===== src/rtl/fb_pixel_writer.sv =====
// Framebuffer pixel writer: maps rasteriser coordinates to linear addresses,
// clips off-screen pixels and provides a full-frame clear sweep.
module fb_pixel_writer #(
    parameter int COORD_W = 10,
    parameter int H_RES   = 640,
    parameter int V_RES   = 480,
    parameter int ADDR_W  = 19,
    parameter int COL_W   = 6
) (
    input  logic               clk,
    input  logic               rst,
    input  logic               in_valid,
    output logic               in_ready,
    input  logic               steep,
    input  logic [COORD_W-1:0] x_coord,
    input  logic [COORD_W-1:0] y_coord,
    input  logic [COL_W-1:0]   color_in,
    input  logic               clear_req,
    input  logic [COL_W-1:0]   clear_color,
    output logic               clear_busy,
    output logic               out_valid,
    input  logic               out_ready,
    output logic [ADDR_W-1:0]  FB_addr,
    output logic [COL_W-1:0]   color_out,
    output logic [15:0]        clip_cnt
);

    typedef enum logic [1:0] {
        IDLE,
        DRAIN,
        CLEAR
    } state_t;

    localparam logic [ADDR_W-1:0] LAST_ADDR = ADDR_W'(H_RES * V_RES - 1);
    localparam logic [ADDR_W-1:0] H_MULT    = ADDR_W'(H_RES);

    state_t               r_state;
    state_t               w_nextState;

    logic                 r_s1Valid;
    logic [COORD_W-1:0]   r_s1Col;
    logic [COORD_W-1:0]   r_s1Row;
    logic [COL_W-1:0]     r_s1Color;

    logic                 r_outValid;
    logic [ADDR_W-1:0]    r_addr;
    logic [COL_W-1:0]     r_color;

    logic [COL_W-1:0]     r_fillColor;
    logic [ADDR_W-1:0]    r_cnt;
    logic [15:0]          r_clipCnt;

    logic                 w_advance;
    logic                 w_inHs;
    logic                 w_clip;
    logic [COORD_W-1:0]   w_col;
    logic [COORD_W-1:0]   w_row;
    logic [ADDR_W-1:0]    w_pixAddr;

    assign w_advance = !r_outValid || out_ready;
    assign in_ready  = (r_state == IDLE) && w_advance;
    assign w_inHs    = in_valid && in_ready;

    assign w_col  = steep ? y_coord : x_coord;
    assign w_row  = steep ? x_coord : y_coord;
    assign w_clip = (32'(w_col) >= 32'(H_RES)) || (32'(w_row) >= 32'(V_RES));

    // H_RES is a constant, so this multiply reduces to shifts and adds
    assign w_pixAddr = ADDR_W'(r_s1Row) * H_MULT + ADDR_W'(r_s1Col);

    always_comb begin
        w_nextState = r_state;
        case (r_state)
            IDLE:    if (clear_req) w_nextState = DRAIN;
            DRAIN:   if (!r_s1Valid) w_nextState = CLEAR;
            CLEAR:   if (w_advance && (r_cnt == LAST_ADDR)) w_nextState = IDLE;
            default: w_nextState = IDLE;
        endcase
    end

    always_ff @(posedge clk) begin
        if (rst) begin
            r_state     <= IDLE;
            r_cnt       <= '0;
            r_fillColor <= '0;
        end else begin
            r_state <= w_nextState;
            if ((r_state == IDLE) && clear_req) begin
                r_fillColor <= clear_color;
            end
            if (r_state == DRAIN) begin
                r_cnt <= '0;
            end else if ((r_state == CLEAR) && w_advance) begin
                r_cnt <= (r_cnt == LAST_ADDR) ? '0 : r_cnt + 1'b1;
            end
        end
    end

    // Clipped pixels leave S1 empty, so they never occupy a pipeline slot
    always_ff @(posedge clk) begin
        if (rst) begin
            r_s1Valid <= 1'b0;
            r_s1Col   <= '0;
            r_s1Row   <= '0;
            r_s1Color <= '0;
        end else if (w_advance) begin
            r_s1Valid <= w_inHs && !w_clip;
            if (w_inHs && !w_clip) begin
                r_s1Col   <= w_col;
                r_s1Row   <= w_row;
                r_s1Color <= color_in;
            end
        end
    end

    always_ff @(posedge clk) begin
        if (rst) begin
            r_outValid <= 1'b0;
            r_addr     <= '0;
            r_color    <= '0;
        end else if (w_advance) begin
            if (r_state == CLEAR) begin
                r_outValid <= 1'b1;
                r_addr     <= r_cnt;
                r_color    <= r_fillColor;
            end else begin
                r_outValid <= r_s1Valid;
                if (r_s1Valid) begin
                    r_addr  <= w_pixAddr;
                    r_color <= r_s1Color;
                end
            end
        end
    end

    always_ff @(posedge clk) begin
        if (rst) begin
            r_clipCnt <= '0;
        end else if (w_inHs && w_clip && (r_clipCnt != 16'hFFFF)) begin
            r_clipCnt <= r_clipCnt + 16'd1;
        end
    end

    assign clear_busy = (r_state != IDLE);
    assign out_valid  = r_outValid;
    assign FB_addr    = r_addr;
    assign color_out  = r_color;
    assign clip_cnt   = r_clipCnt;

endmodule

===== config.mk =====
export PLATFORM = sky130hd
export DESIGN_NAME = fb_pixel_writer
export DESIGN_NICKNAME = d
export VERILOG_FILES = /design/src/rtl/fb_pixel_writer.sv
export SDC_FILE = /design/constraint.sdc
export NUM_CORES = 1
export LEC_CHECK = 0
export ABC_AREA = 1
export CAP_MARGIN = 20
export CORE_MARGIN = 3
export CORE_UTILIZATION = 26
export DETAILED_ROUTE_END_ITERATION = 12
export GPL_TIMING_DRIVEN = 0
export RECOVER_POWER = 25
export SETUP_SLACK_MARGIN = 0.2
export SLEW_MARGIN = 20
export SYNTH_ARGS = -nofsm -noshare
export SYNTH_HDL_FRONTEND = slang
export SYNTH_SLANG_ARGS = --single-unit

===== constraint.sdc =====
create_clock -name clk -period 2.6 [get_ports clk]
set_input_delay 0.26 -clock clk [delete_from_list [all_inputs] [get_ports clk]]
set_output_delay 0.26 -clock clk [all_outputs]
set_load 0.02 [all_outputs]

[After elaboration in Yosys (flattened, before gate mapping)]
Index checks and enable logic that the tools add are counted.
Word-level totals
  register bits after elaboration: 96
  input port bits: 38
  output and inout bits: 44
Operators by class
  add/sub/neg operators: 3
  $mul: 1
  magnitude comparators: 2
  equality and inequality tests: 7
  muxes and demuxes: 12
  reductions and logical operators: 19
Operator list (number)
  $mux 19: 3
  $mux 10: 2
  $add 19x1->19 const B: 1
  $add 19x10->19: 1
  $eq 19x19->1 const B: 1
  $add 16x1->16 const B: 1
  $ne 16x16->1 const B: 1
  $mul 10x3->12 const B: 1
  $mux 6: 2
  $ge 10x10->1 const B: 1
  $ge 10x9->1 const B: 1
  $logic_and 1x1->1: 8
  $mux 2: 3
  $ne 2x2->1 const B: 3
  $pmux 2 s3: 1
  $reduce_and 2->1: 2
  $reduce_bool 2->1: 2
  $reduce_and 3->1: 1
  $eq 2x1->1 const B: 1
  $eq 2x2->1 const B: 1
  $logic_not 1->1: 2
  $logic_not 2->1: 1
  $logic_or 1x1->1: 2
  $reduce_or 2->1: 1
  $mux 1: 1

[Longest topological paths before layout]
Gate-level depths: netlist of run 1.
  depth after elaboration: 6
  gate-level depth with buffers: 15
  mapped depth without buffers: 15

[Worst setup path before layout of run 1]
No wires, ideal clock.
  kind: register -> register
  from: register r_s1Row[1]
  to: register r_addr[18], in the netlist FB_addr[18]
  arrival time: 2137 ps
  required time: 2472 ps
  setup slack: 335 ps
  stages on the path, launching flop included: 15
  buffers on the path: 0
  period minus slack after synthesis: 2265 ps
  path through: dfxtp_1 ha_1 ha_1 fa_1 nand2_1 inv_1 nand2_1 nor2_1 nand3_1 nor2_1 nand2_1 nand2_1 nand3_1 nand2_1 a21oi_1
On the way
  longest elaborated chain between the ends: 4
Ends and longest elaborated chain
  start: declaration: line 42  | logic [COORD_W-1:0] r_s1Row;
  start signal: assignment: line 110  | r_s1Row <= w_row;
  $mul 10x3->12: line 69  | assign w_pixAddr = ADDR_W'(r_s1Row) * H_MULT + ADDR_W'(r_s1Col);
  $add 19x10->19: line 69
  $mux 19: line 128  | if (r_s1Valid) begin
  $mux 19: line 122  | if (r_state == CLEAR) begin
  end signal: assignment: line 124  | r_addr <= r_cnt;
  end signal: assignment: line 129  | r_addr <= w_pixAddr;
  end: declaration: line 46  | logic [ADDR_W-1:0] r_addr;
No other way between the ends. The select of a mux whose other input is x is not followed.
A chain may end at the register's enable or synchronous reset.

[Worst setup path in the final report of run 1]
Same ends and word-level chain as after synthesis.

==> results of run 1 <==
-- synth_stat cells (5+ instances only) --
master / instances
o21ai_1: 7
dfxtp_1: 96
inv_1: 96
o21ai_0: 65
nand2_1: 158
nand3b_1: 6
a31oi_1: 15
nor2_1: 57
clkbuf_1: 19
ha_1: 21
nand4_1: 10
a21oi_1: 74
nand3_1: 29
o21a_1: 5
nor3_1: 11
nor3b_1: 5
xor2_1: 8
mux2_2: 9
-- metal layers --
| layer | vias to the layer above | part of all wire |
|---|---|---|
| met2 | 90 | 0.44 |
| li1 | 2607 | - |
| met4 | 0 | 0.011 |
| met1 | 2233 | 0.52 |
| met5 | - | 0 |
| met3 | 13 | 0.028 |
-- layout make-up --
cell class | instances | area (um2)
tap | 260 | 325
clock buffer | 11 | 233
clock inverter | 3 | 21.3
sequential | 96 | 1930
multi-input combinational | 510 | 2820
fill | 2073 | 12300
inverter | 98 | 370
timing repair buffer | 86 | 846
buffer | 29 | 134
-- cells in the final DEF, fill, tap and decap left out, types with 15 or more instances in the layout --
cell,count
dfxtp_1,93
a21oi_1,74
dlygate4sd3_1,27
nand3_1,27
a31oi_1,15
ha_1,16
inv_1,96
clkbuf_1,21
o21ai_0,65
nor2_1,54
nand2_1,152
clkdlybuf4s50_1,53
-- worst max-delay path, cell delays in order (launching register included) --
cell and delay (ps):
dfxtp_4 360, ha_4 240, ha_4 160, fa_2 530
nand2_2 70, inv_1 70, nand2_2 80, nor2_4 120
nand3_2 100, nor2_2 130, nand2_1 60, nand2_1 50
nand3_1 60, nand2_1 70, a21oi_1 50
-- kinds of logic after synthesis --
kind of cell / Yosys count
simple gates: 292
compound gates: 175
xor+xnor: 11
buf+inv: 127
mux: 9
flops: 96
fa+ha+maj: 23
-- sequential cells by signal, summed over array words and instances (netlist names), 2 cells and up --
register and count:
FB_addr 19, r_cnt 19, clip_cnt 16, r_s1Col 10, r_s1Row 10, color_out 6
r_fillColor 6, r_s1Color 6, r_state 2
-- metrics by stage --
step	instances	total power, uW	hold WS, ps	instance area [um2]	util
after CTS	1090	3550	340	6570	0.345
after floorplan	733	2040	424	5130	-
final	1093	3520	342	6680	0.351
after detailed placement	1073	2330	438	6250	0.329
after global placement	1073	2330	435	6250	0.329
after global routing	1093	3700	379	6680	0.351
-- power groups by stage --
stage	logic, uW	registers [uW]	clock network [uW]
2_1_floorplan	354	1680	0
3_3_place_gp	681	1650	0
3_5_place_dp	687	1650	0
4_1_cts	702	1610	1230
5_1_grt	794	1620	1290
6_report	715	1610	1190
-- worst paths after layout --
path	start	to	slack, ps	cells past startpoint
hold reg to reg	r_s1Col[5]	r_s1Col[5]	450	2
hold / removal	rst	clip_cnt[15]	340	2
setup / recovery	r_s1Row[1]	FB_addr[18]	290	14
setup reg to reg	r_s1Row[1]	FB_addr[18]	290	14
-- what timing repair did --
item	in CTS	in global routing
pin swaps	6	12
setup endpoints to repair	3	3
gates cloned	0	0
buffers inserted	3	3
hold buffers	0	0
resized for setup	11	18
==> results_dict.tcl, run 1 <==
set metrics [dict create \
    status "complete, no violations" \
    start_util 0.270 \
    grtUsageTotal 0.133 \
    synth_top_family_by_area "simple AND/OR/NAND/NOR gates" \
    route.detailed.drc 0 \
    drtAntennaViolNets 0 \
    p_int_uw 2490 \
    finalWeightedCongestion 0.831 \
    async_flop_share 0 \
    synth_compound_area_frac 0.183 \
    die_x_um 146 \
    top_usage_layer "met2" \
    grt-ovfl-total 0 \
    layout-area-overhead-vs-synth_pct 30.4 \
    crit_path_end_kind "register" \
    peakVddDrop_mv 0.326 \
    synth_warnings 0 \
    num_antenna_cells 0 \
    grt_pass1_wl_um 23400 \
    core_mm2 0.0190 \
    drtIter0Drc 285 \
    worstPathArrival_ps 2520 \
    ys_types 40 \
    syn-num-nets 794 \
    maxSlewHeadroom 0.550 \
    p_seq_frac 0.458 \
    clk_pin_slew_ps 70 \
    antenna_found_initial 0 \
    rsz0062_at_grt "true" \
    clkPwrFrac 0.339 \
    die_h_um 146 \
    setup_viol 0 \
    rows 50 \
    vias 4943 \
    clk_root_buffer_cell "clkbuf_16" \
    yosys-mux-area-fraction 0.0198 \
    synthTopCellsByArea "dfxtp_1, nand2_1, a21oi_1" \
    ys_seq_area_frac 0.375 \
    grtUsageMet1 0.192 \
    hold_viol_final 0 \
    fin_worst_skew_ps 9.53 \
    pre_cts_slack_ps 71.7 \
    htree_levels 3 \
    use_met2 0.208 \
    setup_slack_ps 286 \
    die-area_mm2 0.0214 \
    ys_ff_latch 96 \
    tns_ps 0 \
    io_pins 82 \
    drt-wirelength-per-cell_um 13.2 \
    avgSynthCellArea_um2 6.99 \
    fin_crit_ps 2310 \
    critPathMaxFanout 3 \
    fmax_mhz 432 \
    clk_path_buf_depth 2 \
    slew_violations 0 \
    cts_sinks 96 \
    grt_max_degree 15 \
    p_sw_frac 0.293 \
    tightest_slew_ps 674 \
    path_class "reg -> reg" \
    use_met3 0.0227 \
    p_leak_uw 0.00266 \
    yosys.area_share.xor_xnor 0.0188 \
    dr.pass1.iters 5 \
    place.port_buffers 80 \
    cellPowerDensity_mw_per_mm2 527 \
    drive_gt1_frac 0.0840 \
    p_switching_uw 1030 \
    cp-start-kind "register" \
    combPwrFrac 0.203 \
    finalWirelength_um 14400 \
    routed_via_density 4.52 \
    cap_violations 0 \
    cts_tree "done" \
    synth_simple_gate_area_frac 0.247 \
    final_nets 891 \
    grt_pass1_vias 4680 \
    synth_cells 733 \
    clock_latency_ps 350 \
    synth_top_cell_area_share 0.375 \
    synth_area_mm2 0.00513 \
    numCtsBuffers 9 \
    synth_fa_ha_area_frac 0.0591 \
    period_share 0.890 \
    yosysTopAreaCell "dfxtp_1" \
    cp.required_ps 2810 \
    hold_class "in -> reg" \
    hpwl_um 11200 \
    synth-edff-count 0 \
    ys.flop_type "dfxtp_1" \
]
Note: power is estimated with default switching activity, not from simulation.
==> run 2, diff against run 1 <==
CORE_UTILIZATION = 54   (was 26)
PLACE_DENSITY = 0.81   (was default)
==> results_dict.tcl, run 2 (same netlist as run 1, synthesis figures left out) <==
set metrics [dict create \
    status "complete, no violations" \
    rr_worst_depth 14 \
    final_util 0.721 \
    slew_violations 0 \
    crit_chain "ha_4, ha_4, fa_2, nand2_2, inv_1, nand2_2, nor2_4, nand3_4, nor2_4, nand2_1, nand2_1, nand3_1, nand2_1, a21oi_2" \
    maxSlewHeadroom 0.589 \
    clock_latency_ps 360 \
    antenna_found_initial 0 \
    drive_gt1_frac 0.0875 \
    cpMaxStageDelayCell "fa_2" \
    drtIter0Drc 303 \
    layout-area-overhead-vs-synth_pct 26.2 \
    finalWeightedCongestion 0.871 \
    hpwl_um 10400 \
    crit_path_end_kind "register" \
    critPathMaxFanout 3 \
    num_antenna_cells 0 \
    cellPowerDensity_mw_per_mm2 526 \
    clk_pin_slew_ps 90 \
    die_h_um 103 \
    drt-met1-wl_um 5750 \
    hold_class "in -> reg" \
    cp-start-kind "register" \
    vias 5174 \
    route.detailed.drc 0 \
    io_pins 82 \
    met3WireLength_um 893 \
    cp.required_ps 2840 \
    dr.pass1.iters 6 \
    clk_path_buf_depth 2 \
    grt-ovfl-total 0 \
    tightest_slew_ps 616 \
    met2WireLength_um 6780 \
    dr.max_layer_used "met4" \
    rows 34 \
    holdPathStages 2 \
    tns_ps 0 \
    die-area_mm2 0.0107 \
    clk_root_buffer_cell "clkbuf_8" \
    place.port_buffers 80 \
    grtUsageTotal 0.256 \
    final_common_cell "nand2_1" \
    hold_viol_final 0 \
    drt-wirelength-per-cell_um 14.1 \
    start_util 0.571 \
    fin_crit_ps 2300 \
    fin_worst_skew_ps 11.7 \
    p_leak_uw 0.00263 \
    cts_hold_buffers 0 \
    grt_max_degree 17 \
    cap_violations 0 \
    cts_sinks 96 \
    slowest_delay_ps 530 \
    finalWirelength_um 13600 \
    core_mm2 0.00898 \
    die_x_um 103 \
    grt_pass1_vias 4817 \
    worstPathArrival_ps 2530 \
    fmax_mhz 435 \
    drtAntennaViolNets 0 \
    cts_tree "done" \
    period_share 0.884 \
    final_nets 890 \
    fill_cells 736 \
    htree_levels 3 \
    peakVddDrop_mv 0.366 \
    rsz0062_at_grt "false" \
    grt_pass1_wl_um 21900 \
    fin_area_mm2 0.00647 \
    setup_viol 0 \
    placed_area_mm2 0.00608 \
    final_cell_mix "nand2_1, inv_1, dfxtp_1" \
    path_class "reg -> reg" \
    fin_hold_ws_ps 322 \
    crit_top_cell "nand2_1" \
    numCtsBuffers 9 \
    routed_via_density 5.39 \
]
-- run 2: cell types whose count changed in the layout (fill, tap and decap cells not counted), moves of 2 or more --
cell / change
a21oi_1: -2
ha_2: +2
a21oi_2: +2
bufinv_16: +2
clkbuf_16: -9
clkbuf_8: +9
-- run 2: layout make-up --
type                       count  area [um2]  area share
tap                          126         158      0.0244
multi-input combinational    510        2830       0.437
inverter                      98         370      0.0572
sequential                    96        1930       0.298
clock inverter                 6        91.3      0.0141
buffer                        29         134      0.0207
clock buffer                  10         128      0.0197
timing repair buffer          85         838       0.130
-- run 2: final timing paths --
kind / from / endpoint / slack [ps]
min: rst / FB_addr[18] / 320
max reg2reg: r_s1Row[3] / FB_addr[18] / 300
max: r_s1Row[3] / FB_addr[18] / 300
min reg2reg: r_s1Color[1] / r_s1Color[1] / 450
-- run 2: what timing repair did --
action                                  4_1_cts  5_1_grt
endpoints found under the setup margin        3        3
setup buffers                                 4        1
gates resized for setup                      11       19
pin swaps                                     6        7
-- run 2: worst max-delay path: cells and delay by family, from the launching register on --
| kind | cells | cell delay, ps |
|---|---|---|
| AOI/OAI and AO/OA | 1 | 50 |
| adders and majority gates | 3 | 910 |
| buffers and inverters | 1 | 60 |
| DFF | 1 | 380 |
| and+or+nand+nor | 9 | 760 |
-- run 2: per-layer routing --
layer | global-route usage | vias to the layer above
met4 | 0.0498 | 0
met2 | 0.452 | 170
met5 | 0 | -
li1 | - | 2597
met3 | 0.0483 | 13
met1 | 0.328 | 2394
-- run 2: through the flow --
stage	total power (uW)	setup slack, ps	cells
after floorplan	2040	335	733
after global placement	2290	139	939
after global routing	3540	189	960
after detailed placement	2310	31.8	939
final	3400	302	960
after CTS	3390	206	959
-- run 2: where the power goes --
group / switching [uW] / internal, uW / total (uW)
combinational: 411 / 291 / 702
sequential: 55.6 / 1560 / 1610
clock: 543 / 547 / 1090
total: 1010 / 2390 / 3400
